===== src/rtl/sid_voice_feeder.sv =====
// Voice-sample producer for the SID filter: snapshots three voices plus external audio per
// sample tick, scales each waveform by its envelope on one shared multiplier, and strobes the result.
module sid_voice_feeder #(
  parameter int MIN_GAP = 11
) (
  input  logic        clk,
  input  logic        rst,
  input  logic        ce_sample,
  input  logic [11:0] wave1,
  input  logic [11:0] wave2,
  input  logic [11:0] wave3,
  input  logic [7:0]  env1,
  input  logic [7:0]  env2,
  input  logic [7:0]  env3,
  input  logic [15:0] ext_pcm,
  input  logic        ovr_clr,
  output logic [11:0] voice1,
  output logic [11:0] voice2,
  output logic [11:0] voice3,
  output logic [11:0] ext_in,
  output logic        input_valid,
  output logic        busy,
  output logic        overrun
);
  localparam logic [2:0] IDLE = 3'd0, MUL1 = 3'd1, MUL2 = 3'd2, MUL3 = 3'd3,
                         EMIT = 3'd4, GAP = 3'd5;
  // A frame occupies IDLE+MUL1..3+EMIT = 5 cycles; GAP pads the rest so back-to-back
  // frames strobe exactly MIN_GAP cycles apart.
  localparam bit         HAS_GAP  = (MIN_GAP > 5);
  localparam logic [7:0] GAP_LOAD = 8'(HAS_GAP ? MIN_GAP - 6 : 0);

  logic [2:0]        state;
  logic [7:0]        gap_cnt;
  logic              pending;
  logic [2:0][11:0]  wave_s;
  logic [2:0][7:0]   env_s;
  logic [11:0]       ext_s;
  logic [2:0][11:0]  r;

  logic [11:0]        mul_w;
  logic [7:0]         mul_e;
  logic signed [11:0] s;
  logic signed [20:0] p;
  logic               unused_bits;
  logic               ovr_evt;

  always_comb begin
    mul_w = wave_s[0];
    mul_e = env_s[0];
    case (state)
      MUL2: begin mul_w = wave_s[1]; mul_e = env_s[1]; end
      MUL3: begin mul_w = wave_s[2]; mul_e = env_s[2]; end
      default: ;
    endcase
  end

  // Offset-binary to two's complement, then scale; p[19:8] floors toward -inf.
  assign s = $signed(mul_w ^ 12'h800);
  assign p = $signed({{9{s[11]}}, s}) * $signed({13'b0, mul_e});
  assign unused_bits = ^{p[20], p[7:0]};

  assign busy    = (state != IDLE);
  assign ovr_evt = ce_sample && busy && pending;

  always_ff @(posedge clk or posedge rst) begin
    if (rst) begin
      state       <= IDLE;
      gap_cnt     <= '0;
      pending     <= 1'b0;
      wave_s      <= '0;
      env_s       <= '0;
      ext_s       <= '0;
      r           <= '0;
      voice1      <= '0;
      voice2      <= '0;
      voice3      <= '0;
      ext_in      <= '0;
      input_valid <= 1'b0;
      overrun     <= 1'b0;
    end else begin
      input_valid <= 1'b0;
      overrun     <= ovr_evt | (overrun & ~ovr_clr);
      if (ce_sample && busy && !pending) pending <= 1'b1;
      case (state)
        IDLE: if (ce_sample || pending) begin
          wave_s  <= {wave3, wave2, wave1};
          env_s   <= {env3, env2, env1};
          ext_s   <= ext_pcm[15:4];
          pending <= 1'b0;
          state   <= MUL1;
        end
        MUL1: begin r[0] <= p[19:8]; state <= MUL2; end
        MUL2: begin r[1] <= p[19:8]; state <= MUL3; end
        MUL3: begin r[2] <= p[19:8]; state <= EMIT; end
        EMIT: begin
          voice1      <= r[0];
          voice2      <= r[1];
          voice3      <= r[2];
          ext_in      <= ext_s;
          input_valid <= 1'b1;
          gap_cnt     <= GAP_LOAD;
          state       <= HAS_GAP ? GAP : IDLE;
        end
        GAP: begin
          if (gap_cnt == 8'd0) state <= IDLE;
          else                 gap_cnt <= gap_cnt - 8'd1;
        end
        default: state <= IDLE;
      endcase
    end
  end
endmodule

===== config.mk =====
export PLATFORM = sky130hd
export DESIGN_NAME = sid_voice_feeder
export DESIGN_NICKNAME = d
export VERILOG_FILES = /design/src/rtl/sid_voice_feeder.sv
export SDC_FILE = /design/constraint.sdc
export NUM_CORES = 1
export LEC_CHECK = 0
export ABC_AREA = 1
export ABC_CLOCK_PERIOD_IN_PS = 7980
export CAP_MARGIN = 40
export CORE_MARGIN = 2
export CORE_UTILIZATION = 56
export CTS_CLUSTER_DIAMETER = 120
export CTS_CLUSTER_SIZE = 10
export DETAILED_ROUTE_END_ITERATION = 16
export PLACE_DENSITY = 0.88
export SKIP_CTS_REPAIR_TIMING = 1
export SLEW_MARGIN = 20
export SYNTH_ARGS = -nofsm -noshare
export SYNTH_HDL_FRONTEND = slang
export SYNTH_SLANG_ARGS = --single-unit

===== constraint.sdc =====
create_clock -name clk -period 7.98 [get_ports clk]
set_input_delay 0.798 -clock clk [delete_from_list [all_inputs] [get_ports clk]]
set_output_delay 0.798 -clock clk [all_outputs]
set_load 0.05 [all_outputs]

# Word level (Yosys, flattened, before mapping)
# Index checks and enable logic that the tools add are counted.
# Widths: inputs -> output; s select.
dict set report word_totals {
  register_bits 170
  input_bits 80
  output_inout_bits 51
  elab_cells 56
}
dict set report op_classes {
  add_sub_neg 1
  multipliers 1
  n_eq_ne 8
  muxes 11
  n_bitwise 4
  n_reduce_logical 12
}
# operator n
set op_table {}
lappend op_table {{$pmux 8 s2} 2}
lappend op_table {{$pmux 12 s2} 1}
lappend op_table {{$mul 12x9->20} 1}
lappend op_table {{$pmux 3 s6} 1}
lappend op_table {{$logic_not 8->1} 1}
lappend op_table {{$mux 8} 1}
lappend op_table {{$sub 8x1->8 const B} 1}
lappend op_table {{$eq 3x2->1 const B} 2}
lappend op_table {{$eq 3x3->1 const B} 2}
lappend op_table {{$mux 3} 2}
lappend op_table {{$ne 2x2->1 const B} 3}
lappend op_table {{$reduce_and 2->1} 3}
lappend op_table {{$mux 1} 4}
lappend op_table {{$eq 3x1->1 const B} 1}
lappend op_table {{$logic_and 1x1->1} 3}
lappend op_table {{$logic_not 3->1} 1}
lappend op_table {{$reduce_bool 3->1} 1}
lappend op_table {{$not 1->1} 2}
lappend op_table {{$reduce_bool 2->1} 1}
lappend op_table {{$and 1x1->1} 1}
lappend op_table {{$logic_not 1->1} 1}
lappend op_table {{$logic_or 1x1->1} 1}
lappend op_table {{$or 1x1->1} 1}

# Longest topological paths before layout
dict set report depth {
  ltp_word 6
  depth_mapped 28
  depth_no_buf 26
}

# Worst setup path before layout
# No wires, ideal clock.
dict set report synth_path {
  path_kind {reg-to-reg}
  from {register state[2]}
  to {register r[10] (netlist name)}
  setup_time_ns 0.066
  arrival_ns 5.558
  required_ns 7.914
  slack_ns 2.356
  path_stages_with_launch 28
  n_path_buf 3
  period_less_slack_ns 5.624
  cell_sequence {dfrtp_1 > inv_2 > nand2_4 > nor2_2 > buf_2 > inv_1 > buf_4 > o21a_1 > buf_2 > inv_1 > nor2_1 > fa_1 > inv_1 > fa_1 > inv_1 > fa_1 > inv_1 > fa_1 > inv_1 > ha_1 > a21oi_1 > a21boi_0 > nor2_1 > a211oi_1 > nand2_1 > nand2_1 > nand3_1 > nand2_1}
}
dict set report synth_between {
  elab_chain_len 4
  word_cells_on_any_way 7
  cone_classes {mul: 1; eq/ne: 3; mux: 2; bitwise: 1}
}
# item line_no
set synth_rtl {}
lappend synth_rtl {{start: declaration} 32} ;# logic [2:0] state;
lappend synth_rtl {{start signal: assignment} 102} ;# state <= HAS_GAP ? GAP : IDLE;
lappend synth_rtl {{$eq 3x2->1} 50} ;# case (state)
lappend synth_rtl {{$pmux 12 s2} 50}
lappend synth_rtl {{$not 1->1 (no line)} --}
lappend synth_rtl {{$mul 12x9->20} 59} ;# assign p = $signed({{9{s[11]}}, s}) * $signed({13'b0, mul_e});
lappend synth_rtl {{end: declaration} 38} ;# logic [2:0][11:0] r;
# Parallel ways exist; a longest one is shown, timed or not.
# A chain may end at the register's enable or synchronous reset.

# Worst setup path in the final report
dict set report layout_path {
  from {register state[2]}
  to {register r[22] (netlist name)}
}
dict set report layout_between {
  elab_chain_len 4
  word_cells_on_any_way 6
  cone_classes {mul: 1; eq/ne: 2; mux: 2; bitwise: 1}
}
# item line_no
set layout_rtl {}
lappend layout_rtl {{$eq 3x2->1 (on tied branches)} {50, 84}}
lappend layout_rtl {{$pmux 12 s2} 50}
lappend layout_rtl {{$not 1->1 (no line)} --}
lappend layout_rtl {{$mul 12x9->20} 59}
# Parallel ways exist; a longest one is shown, timed or not.

==> qor_table.md <==
| Item | Reported | Unit |
|:---|:---|:---|
| Routed wirelength normalized by instance count | 15.1 | µm |
| Top delay family on crit path | adder cells | - |
| Logic depth of the worst setup path including buffers | 25 | - |
| Number of library cell types mapped by synthesis | 39 | - |
| Startpoint Class | flip-flop | - |
| Number of enable-type register cells in the synthesized netlist | 0 | - |
| Total track usage | 25.3 | % |
| Initial DRC count | 640 | - |
| Synth top cells by count | sky130_fd_sc_hd__nand2_1 (284), sky130_fd_sc_hd__inv_1 (198), sky130_fd_sc_hd__dfrtp_1 (170) | - |
| Count of clock tree sinks | 170 | - |
| Count of warnings emitted by yosys | 0 | - |
| Setup TNS | 0 | ns |
| Core Rows | 49 | - |
| Final critical-path share of the clock period | 82.5 | % |
| Placeable core region | 0.0180 | mm² |
| Cell occurring most often along the worst timing path | sky130_fd_sc_hd__inv_1 | - |
| Max-slew violations | 0 | - |
| Die ar. | 0.0194 | mm² |
| Fraction of synthesized cell area taken by the top area cell type | 41.4 | % |
| Total iterations of the first detailed-routing run | 5 | - |
| Number of max-capacitance violations reported | 0 | - |
| Final Critical Period | 6.58 | ns |
| Post-Synthesis Mean Instance Area | 8.79 | µm² |
| Height of the die | 139 | µm |
| Final weighted congestion in routability-driven placement | 0.918 | - |
| Class of the tightest hold or removal check | flip-flop to flip-flop | - |
| RR Startpoint | state[2]$_DFFE_PP0P_ | - |
| Largest net degree at the start of global routing | 90 | - |
| Clock latency at the later pin of the worst-skew pair | 0.44 | ns |
| Post-synthesis sequential area ratio | 41.4 | % |
| Clock buffer count from CTS | 17 | - |
| Slew Limit Headroom | 49.7 | % |
| Final routed DRC violation total | 0 | - |
| Depth of the worst hold-timing path | 2 | - |
| CTS clk-pin slew, worst paths | 0.07 | ns |
| Asr flop ratio synth | 100 | % |
| Type of the setup path with the least slack | flip-flop to flip-flop | - |
| Horizontal extent of the die | 139 | µm |
| Length in cells of the worst reg-to-reg path | 25 | - |
| Worst reg2reg path endpoint | r[22]$_DFFE_PP0N_ | - |
| Fmax achieved | 152 | MHz |
| CP required | 8.35 | ns |
| Dominant synthesized flop cell | sky130_fd_sc_hd__dfrtp_1 | - |
| Layout overhead on the synthesized area | 20.3 | % |
| Antenna violation net count after detailed routing | 0 | - |
| CTS Buffer Depth | 2 | - |
| Routed via count | 8068 | - |
| Critical Path Source | state[2]$_DFFE_PP0P_ | - |
| Via count of the first global-routing pass | 8352 | - |
| Arrival time worst endpoint | 6.95 | ns |
| Setup violators final | 0 | - |
| Port bufs | 126 | - |
| Worst slew pin tran | 0.753 | ns |
| Ports | 131 | - |
| Final critical-path setup slack | 1.40 | ns |
| Largest area contributor in the synthesized netlist | sky130_fd_sc_hd__dfrtp_1 | - |
| Area post-placement | 0.0117 | mm² |
| Post-layout instance count excluding filler cells | 1530 | - |
| Number of nets in the synthesized netlist | 1361 | - |
| Final hold violations | 0 | - |
| Area of the mapped netlist | 0.0103 | mm² |
| Reg2Reg Setup Slack | 1.40 | ns |
| Timing endpoint of the critical path | r[22]$_DFFE_PP0N_ | - |
| Routed Wire Length | 23200 | µm |
| Most frequently used cell type in the post-synthesis netlist | sky130_fd_sc_hd__nand2_1 | - |
| Cell chosen for the clock root | sky130_fd_sc_hd__clkbuf_16 | - |
| Hold Path Origin | voice3[0]$_DFFE_PP0P_ | - |
| Final non-filler cell area | 0.0124 | mm² |
| Worst path bufs/invs | 8 | - |
| Critical Path Slowest Stage Cell | sky130_fd_sc_hd__fa_1 | - |
| Remaining global-route overflow | 0 | - |
| Register bit count reported by yosys | 170 | - |
| Estimated wirelength of the detail-placed design | 17200 | µm |
| Placed Cells incl. Taps | 1497 | - |
| Critical path's largest stage delay | 0.72 | ns |
| Count of H-tree levels built during CTS | 4 | - |
| DR vias/cell | 5.27 | - |
| Worst Setup End Kind | flip-flop | - |
| Starting Density | 57.2 | % |
| RSZ-0062 raised after global routing | no | - |
| Clk_skew | 0.0105 | ns |
| Result of the run | finished, final reports clean | - |
| Final antenna diode count | 0 | - |
| Worst setup slack after placement | 1.45 | ns |
| Leading post-synthesis cells by cell area | sky130_fd_sc_hd__dfrtp_1 (41%), sky130_fd_sc_hd__fa_1 (15%), sky130_fd_sc_hd__nand2_1 (10%) | - |
| Layout cells sized above 1 | 7.61 | % |
| First-pass GRT wire length | 39600 | µm |
| Number of nets at the end of the flow | 1480 | - |
| Worst-path maximum fanout | 32 | - |
| Initial antenna violation count | 0 | - |
| TritonCTS clock tree | yes | - |
| Cell count after synthesis | 1169 | - |
## flip-flops by register name, summed over array words and instances (netlist names)
register	flops
voice2	12
pending	1
env_s	24
r	36
ext_s	12
ext_in	12
overrun	1
input_valid	1
state	3
gap_cnt	8
voice3	12
voice1	12
wave_s	36
## final cells by class
type / count / area, µm²
Clock buffer: 17 / 425
Sequential cell: 170 / 4250
Inverter: 202 / 763
Fill cell: 1308 / 5610
Multi-Input combinational cell: 763 / 5120
Clock inverter: 15 / 153
Tap cell: 229 / 287
Timing Repair Buffer: 134 / 1350
## cell families after synthesis
kind of cell | Yosys count | synth area share, %
adders and majority gates | 112 | 19.1
DFF | 170 | 41.4
and+or+nand+nor | 474 | 18.8
AOI/OAI and AO/OA | 130 | 6.99
muxes | 34 | 3.73
buffers and inverters | 236 | 8.84
xor gates and xnor gates | 13 | 1.11
## layout by cell type, fill, tap and decap left out, types with 7 or more instances in the layout
cell type | netlist | routed
sky130_fd_sc_hd__nand3_1 | 34 | 34
sky130_fd_sc_hd__mux2_2 | 34 | 34
sky130_fd_sc_hd__o21a_1 | 14 | 14
sky130_fd_sc_hd__a21oi_1 | 66 | 66
sky130_fd_sc_hd__inv_1 | 198 | 197
sky130_fd_sc_hd__nor2_1 | 125 | 124
sky130_fd_sc_hd__nand2_1 | 284 | 283
sky130_fd_sc_hd__xnor2_1 | 7 | 7
sky130_fd_sc_hd__clkbuf_16 | 0 | 17
sky130_fd_sc_hd__dfrtp_1 | 170 | 170
sky130_fd_sc_hd__ha_1 | 37 | 37
sky130_fd_sc_hd__fa_1 | 75 | 75
sky130_fd_sc_hd__clkdlybuf4s50_1 | 0 | 126
sky130_fd_sc_hd__o21ai_0 | 30 | 30
## worst min-delay path by stage
stage,slack [ns],endpoint
global route,0.49,voice1[11]$_DFFE_PP0P_
finish,0.47,voice3[0]$_DFFE_PP0P_
detailed placement,0.46,voice2[2]$_DFFE_PP0P_
global placement,0.46,voice2[0]$_DFFE_PP0P_
floorplan,0.45,r[21]$_DFFE_PP0N_
CTS,0.48,voice1[10]$_DFFE_PP0P_
## layer usage
metal	global-route usage, %	routed length (µm)	vias to the layer above
li1	-	-	3836
met1	32.5	9520	3903
met2	43.2	11800	287
met3	5.57	1340	42
met4	7.76	466	0
met5	0	0	-
## metrics by stage
step	util, %	hold slack (ns)
after floorplan	-	0.449
after global placement	65.3	0.456
after detailed placement	65.4	0.459
after CTS	68.6	0.476
after global routing	68.8	0.491
final	68.8	0.472
## worst register-to-register path, stage by stage (launching register included)
cell,delay (ns)
sky130_fd_sc_hd__dfrtp_1,0.48
sky130_fd_sc_hd__inv_2,0.15
sky130_fd_sc_hd__nand2_4,0.08
sky130_fd_sc_hd__nor2_2,0.50
sky130_fd_sc_hd__inv_1,0.09
sky130_fd_sc_hd__buf_4,0.27
sky130_fd_sc_hd__o21a_1,0.38
sky130_fd_sc_hd__inv_1,0.21
sky130_fd_sc_hd__nor2_1,0.09
sky130_fd_sc_hd__fa_1,0.72
sky130_fd_sc_hd__inv_1,0.15
sky130_fd_sc_hd__fa_1,0.56
sky130_fd_sc_hd__inv_1,0.05
sky130_fd_sc_hd__fa_1,0.47
sky130_fd_sc_hd__inv_1,0.06
sky130_fd_sc_hd__fa_1,0.54
sky130_fd_sc_hd__inv_1,0.04
sky130_fd_sc_hd__ha_1,0.36
sky130_fd_sc_hd__a21oi_1,0.22
sky130_fd_sc_hd__a21boi_0,0.35
sky130_fd_sc_hd__nor2_1,0.08
sky130_fd_sc_hd__a211oi_1,0.31
sky130_fd_sc_hd__nand2_1,0.09
sky130_fd_sc_hd__nand2_1,0.10
sky130_fd_sc_hd__nand3_1,0.09
sky130_fd_sc_hd__nand2_1,0.09
Power is left out: the tool's default activity adds up to more than one toggle a clock period on the data nets, which glitch-free logic cannot reach.
